$ cat src/rtl/imem_fetch_controller.sv
// imem_fetch_controller
//   Fetch-stage sequencer and sole owner of the instruction memory port.
//   The block has four states. LOAD writes loader words into the memory.
//   RUN fetches one instruction per cycle into the IF/ID register.
//   HALT is entered once the PC runs past the end of memory. IDLE waits
//   for a load or start request.
//   In RUN, a redirect takes priority over a stall, and a stall takes
//   priority over a normal advance.
//
// Ports
//   clk, rst_n                 clock (rising edge), async active-low reset
//   start                      IDLE/HALT -> RUN at RESET_PC
//   load_en                    IDLE -> LOAD request (wins over start)
//   load_valid/idx/data/done   loader beat interface; load_ready high in LOAD
//   stall                      hold PC and IF/ID (RUN only)
//   redirect, redirect_pc      branch/jump target, flushes IF/ID (RUN only)
//   imem_addr, imem_instr      combinational read port (addr = pc)
//   imem_wr_en/addr/data       write port, active only in LOAD
//   pc                         current fetch PC
//   ifid_instr/pc4/valid       IF/ID pipeline register
//   state                      IDLE=0, LOAD=1, RUN=2, HALT=3
module imem_fetch_controller #(
    parameter int unsigned DEPTH    = 32,
    parameter logic [31:0] RESET_PC = '0
) (
    input  logic                     clk,
    input  logic                     rst_n,
    input  logic                     start,
    input  logic                     load_en,
    input  logic                     load_valid,
    input  logic [$clog2(DEPTH)-1:0] load_idx,
    input  logic [31:0]              load_data,
    input  logic                     load_done,
    output logic                     load_ready,
    input  logic                     stall,
    input  logic                     redirect,
    input  logic [31:0]              redirect_pc,
    output logic [31:0]              imem_addr,
    input  logic [31:0]              imem_instr,
    output logic                     imem_wr_en,
    output logic [31:0]              imem_wr_addr,
    output logic [31:0]              imem_wr_data,
    output logic [31:0]              pc,
    output logic [31:0]              ifid_instr,
    output logic [31:0]              ifid_pc4,
    output logic                     ifid_valid,
    output logic [1:0]               state
);

    localparam int unsigned IW       = $clog2(DEPTH);
    localparam logic [31:0] PC_LIMIT = 32'(DEPTH * 4);

    typedef enum logic [1:0] {
        IDLE = 2'd0,
        LOAD = 2'd1,
        RUN  = 2'd2,
        HALT = 2'd3
    } state_t;

    state_t      state_q, state_d;
    logic [31:0] pc_q, pc_d;
    logic [31:0] instr_q, instr_d;
    logic [31:0] pc4_q, pc4_d;
    logic        valid_q, valid_d;
    logic [31:0] pc_plus4;

    // 32-bit add; wraps modulo 2^32
    assign pc_plus4 = pc_q + 32'd4;

    always_ff @(posedge clk or negedge rst_n) begin
        if (!rst_n) begin
            state_q <= IDLE;
            pc_q    <= RESET_PC;
            instr_q <= '0;
            pc4_q   <= '0;
            valid_q <= 1'b0;
        end else begin
            state_q <= state_d;
            pc_q    <= pc_d;
            instr_q <= instr_d;
            pc4_q   <= pc4_d;
            valid_q <= valid_d;
        end
    end

    always_comb begin
        state_d = state_q;
        pc_d    = pc_q;
        instr_d = instr_q;
        pc4_d   = pc4_q;
        valid_d = valid_q;
        unique case (state_q)
            IDLE: begin
                if (load_en) begin
                    state_d = LOAD;
                end else if (start) begin
                    state_d = RUN;
                    pc_d    = RESET_PC;
                    valid_d = 1'b0;
                end
            end
            LOAD: begin
                // the final beat is written in the same cycle it returns to IDLE
                if (load_valid && load_done) begin
                    state_d = IDLE;
                end
            end
            RUN: begin
                if (redirect) begin
                    pc_d    = {redirect_pc[31:2], 2'b00};
                    valid_d = 1'b0;
                    instr_d = '0;
                end else if (stall) begin
                    // hold everything
                end else if (pc_q < PC_LIMIT) begin
                    instr_d = imem_instr;
                    pc4_d   = pc_plus4;
                    valid_d = 1'b1;
                    pc_d    = pc_plus4;
                end else begin
                    state_d = HALT;
                    valid_d = 1'b0;
                end
            end
            HALT: begin
                valid_d = 1'b0;
                if (start) begin
                    state_d = RUN;
                    pc_d    = RESET_PC;
                end
            end
            default: state_d = IDLE;
        endcase
    end

    assign load_ready   = (state_q == LOAD);
    assign imem_wr_en   = (state_q == LOAD) && load_valid;
    assign imem_wr_addr = {{(32 - IW - 2){1'b0}}, load_idx, 2'b00};
    assign imem_wr_data = load_data;
    assign imem_addr    = pc_q;
    assign pc           = pc_q;
    assign ifid_instr   = instr_q;
    assign ifid_pc4     = pc4_q;
    assign ifid_valid   = valid_q;
    assign state        = state_q;

endmodule
$ cat config.mk
export PLATFORM = sky130hd
export DESIGN_NAME = imem_fetch_controller
export DESIGN_NICKNAME = d
export VERILOG_FILES = /design/src/rtl/imem_fetch_controller.sv
export SDC_FILE = /design/constraint.sdc
export NUM_CORES = 1
export LEC_CHECK = 0
export CORE_ASPECT_RATIO = 0.75
export CORE_MARGIN = 8
export CORE_UTILIZATION = 30
export CTS_CLUSTER_DIAMETER = 30
export CTS_CLUSTER_SIZE = 12
export DETAILED_ROUTE_END_ITERATION = 6
export HOLD_SLACK_MARGIN = 0.15
export PLACE_DENSITY = 0.65
export SYNTH_ARGS = -nofsm -noshare
export SYNTH_HDL_FRONTEND = slang
export SYNTH_SLANG_ARGS = --single-unit
$ cat constraint.sdc
create_clock -name clk -period 5.7 [get_ports clk]
set_input_delay 1.425 -clock clk [delete_from_list [all_inputs] [get_ports clk]]
set_output_delay 1.425 -clock clk [all_outputs]
set_load 0.005 [all_outputs]
# Yosys cells after proc, flatten, opt, wreduce, memory -nomap -nowiden
# Cells that the tools add are included.
[word_totals]
ff_bits = 99
latchBits = 0
ramBits = 0
rom_bits = 0
word_cells = 53
mem_count = 0
[op_classes]
add_sub_neg = 1
mul = 0
n_div = 0
magnitude_cmp = 1
eq_ne = 12
shift = 0
n_mux = 22
bitwise = 2
n_reduce_logical = 10
[op_table]
columns = ["cell", "count"]
rows = [
  ["32-bit 2-to-1 mux", 8],
  ["32-bit case mux with 3 select lines", 1],
  ["32-bit by 3-bit adder with 32-bit output (second input constant)", 1],
  ["32-bit by 8-bit < comparator with 1-bit output (second input constant)", 1],
  ["4-bit AND reduction", 4],
  ["2-bit 2-to-1 mux", 6],
  ["2-bit != test (second input constant)", 5],
  ["2-bit case mux with 4 select lines", 1],
  ["3-bit != test (second input constant)", 2],
  ["1-bit 2-to-1 mux", 5],
  ["2-bit == test (second input constant)", 2],
  ["2-bit by 1-bit != test with 1-bit output (second input constant)", 2],
  ["1-bit case mux with 3 select lines", 1],
  ["3-bit AND reduction", 1],
  ["3-bit nonzero test", 1],
  ["2-bit by 1-bit == test with 1-bit output (second input constant)", 1],
  ["1-bit logical AND", 2],
  ["2-bit zero test", 1],
  ["1-bit inverter", 2],
  ["2-bit nonzero test", 1],
]

# Longest topological paths before layout
[logic_depth]
word_depth = 5
mapped_depth = 7

# Least setup slack after synthesis
# OpenSTA, ideal clock, no wires.
[synth_timing]
path_kind = "input port to output port"
from = "input load_valid"
to = "output imem_wr_en"
arrival_ps = 1550
path_slack_ps = 2725
stages = 1
path_cell_list = "and2_1"
[synth_between]
elab_chain_cells = 1
[synth_rtl]
columns = ["element", "line_no", "rtl"]
rows = [
  ["start: declaration", "30", "input logic load_valid,"],
  ["1-bit logical AND", "137", "assign imem_wr_en = (state_q == LOAD) && load_valid;"],
  ["end: declaration", "40", "output logic imem_wr_en,"],
]
# Every way passes these cells.

# Worst setup path in the final report
# Ends and elaborated chain as after synthesis.

==> impl_metrics.csv <==
group,metric,value,unit
status,outcome,"finished clean",
drt,via_per_inst,4.67,
sta,final_hold_viol_count,0,
grt,grt_pass1_wl,24200,um
sta,max_freq,255,MHz
drt,vias,3835,
grt,gr-usage-met2,22.9,%
synthesis,synth.top_cell.area_share,46.8,%
power_and_ir_drop,power_frac_clock,32.5,%
grt,grt-ovfl-total,0,
grt,top_usage_layer,"met2",
layout,final_core_util,41.4,%
grt,grt_usage,14.4,%
power_and_ir_drop,internal_power,1470,uW
clock_network,postCtsHoldBufs,0,
clock_network,cts_resized,0,
sta,fin_crit_sh,68.9,%
place,io_buffers,196,
worst_setup_path,cp-start-kind,"input pin",
die,die_w,166,um
drt,wl_per_cell,18.6,um
synthesis,synth_area,0.00508,mm2
drt,drtIter0Drc,195,
power_and_ir_drop,seqPwrFrac,42.1,%
synthesis,synth_top_area_cell,"dfrtp_1",
clock_network,postCtsSetupBuffers,0,
clock_network,cts_tree,"built",
place,place_ws,1.76,ns
power_and_ir_drop,power.density,294,mW/mm2
power_and_ir_drop,switching_share,28.0,%
sta,drv_slew,0,
place,dp_hpwl,11500,um
die,core,0.0167,mm2
synthesis,syn_inst,480,
sta,slew_headroom,30.2,%
layout,antenna_cells,0,
layout,nFillCells,1624,
die,dieHeight,129,um
sta,tns,0,ns
drt,drtAntennaViolNets,0,
sta,worstMarginPinSlew,1.05,ns
synthesis,synth_seq_area_share,46.8,%
power_and_ir_drop,p_leak,0.00301,uW
worst_setup_path,required,4.28,ns
clock_network,cts_max_level,3,
grt,use_met1,16.7,%
sta,finalWorstSetupSlack,1.78,ns
worst_setup_path,critPathArrivalTime,2.50,ns
die,dieArea,0.0214,mm2
power_and_ir_drop,p_sw,572,uW
clock_network,clkTransAtPathRegs,0.06,ns
clock_network,root_buffer,"clkbuf_16",
flow_run,max_cap_viol_count,0,
die,io-pin-count,306,
power_and_ir_drop,peakVddDrop,0.150,mV
layout,area_growth_syn_to_layout,36.5,%
die,num_rows,41,
hold_path,hp-class,"reg -> reg",
worst_setup_path,critPathCaptureType,"output port",
die,initial_core_util,30.4,%
layout,final_cell_area,0.00693,mm2
worst_setup_path,crit_fanout,2,
place,gp_congestion,0.736,
clock_network,cts_buffers,9,
synthesis,synth_warnings,0,
sta,fin_skew,0.0110,ns
sta,grt_setup_unrepaired,"false",
drt,dr.pass1.iters,4,
synthesis,synth_area_leaders,"dfrtp_1, buf_4, nor2b_1",
layout,final_layout_size_suffix_gt1_share,9.41,%
power_and_ir_drop,p_comb_share,25.5,%
place,dpl_cell_area,0.00660,mm2
grt,grt_pass1_vias,4090,
worst_setup_path,path_class,"in -> out",
clock_network,clockBufferDepth,2,
synthesis,synth.avg_cell_area,10.6,um2
synthesis,ys_types,48,
layout,final_common_cell,"clkdlybuf4s50_1",
drt,drt_wl_total,15300,um
synthesis,synth_edf_count,0,
grt,grt_util_met3,7.89,%
synthesis,async_flop_share,100,%
synthesis,ys.flop_type,"dfrtp_1",
grt,antenna_found_initial,2,
drt,drc,0,
layout,fin_nets,711,
synthesis,ys_ff_latch,95,
layout,final_cell_mix,"clkdlybuf4s50_1, dfrtp_1, nor2b_1",
grt,grt_max_degree,65,
sta,setup_viol,0,
sta,period_needed,3.92,ns
clock_network,clkLatencyLatePin,0.35,ns
clock_network,numClockSinks,95,
sta,holdWs,0.483,ns
## synthesized netlist by cell type, types with 4 or more instances
master / instances
buf_2: 10
o31ai_1: 9
a21oi_1: 6
nand3_1: 16
buf_4: 102
mux2_1: 8
o21ai_0: 5
nand2_1: 37
clkbuf_1: 10
dfrtp_1: 95
a22o_1: 14
nor2_1: 8
a32o_1: 4
mux2_2: 29
mux2i_1: 4
nor4_1: 8
nor2b_1: 58
o41ai_1: 5
## registers in the layout (all words and copies together), names as in the netlist
| signal | cells |
|---|---|
| ifid_instr | 32 |
| ifid_pc4 | 30 |
| imem_addr | 30 |
| state | 2 |
| ifid_valid | 1 |
## final cells by class
cell class                      instances  area [um2]  area share, %
Sequential cell                        95        2380           34.3
Multi-Input combinational cell        292        1960           28.2
Timing Repair Buffer                  201        1990           28.7
Clock inverter                          7         104           1.50
Clock buffer                            9         225           3.25
Tap cell                              215         269           3.88
Inverter                                2        7.51          0.108
## routing by layer
layer / up-vias / share of wire, %
met5: - / 0.15
met4: 4 / 1.1
met3: 24 / 11
met2: 163 / 47
met1: 1878 / 41
li1: 1766 / -
## path summary, 6_finish.rpt
path	start	to	slack [ns]	cells past startpoint
min reg2reg	ifid_valid	ifid_valid	0.48	1
min	ifid_valid	ifid_valid	0.48	1
max	load_valid	imem_wr_en	1.78	3
max in group asynchronous	rst_n	imem_addr[17]	3.48	2
max reg2reg	state[1]	ifid_instr[16]	2.99	4
min in group asynchronous	rst_n	ifid_pc4[31]	1.07	1
## through the flow
stage / cells / total power (uW)
2_1_floorplan: 512 / 1120
3_3_place_gp: 805 / 1390
3_5_place_dp: 805 / 1400
4_1_cts: 821 / 2080
5_1_grt: 821 / 2160
6_report: 821 / 2040
## power by group through the flow
| stage | registers (uW) | logic (uW) | clock network (uW) |
|---|---|---|---|
| 2_1_floorplan | 839 | 280 | 0 |
| 4_1_cts | 861 | 531 | 687 |
| 5_1_grt | 876 | 566 | 720 |
| 3_5_place_dp | 873 | 527 | 0 |
| 3_3_place_gp | 865 | 521 | 0 |
| 6_report | 858 | 520 | 663 |
## worst max-delay path, cell delays in order
cell             delay (ns)
clkdlybuf4s50_1        0.47
and2_1                 0.11
clkdlybuf4s50_1        0.49
## cells by family after synthesis
| kind of cell | synth area share (%) |
|---|---|
| compound gates | 7.88 |
| simple gates | 18.1 |
| mux | 8.99 |
| buf+inv | 17.2 |
| flops | 46.8 |
| xor+xnor | 0.690 |
| fa+ha+maj | 0.246 |
| other cells | 0.0738 |
Note: power is estimated with default switching activity, not from simulation.
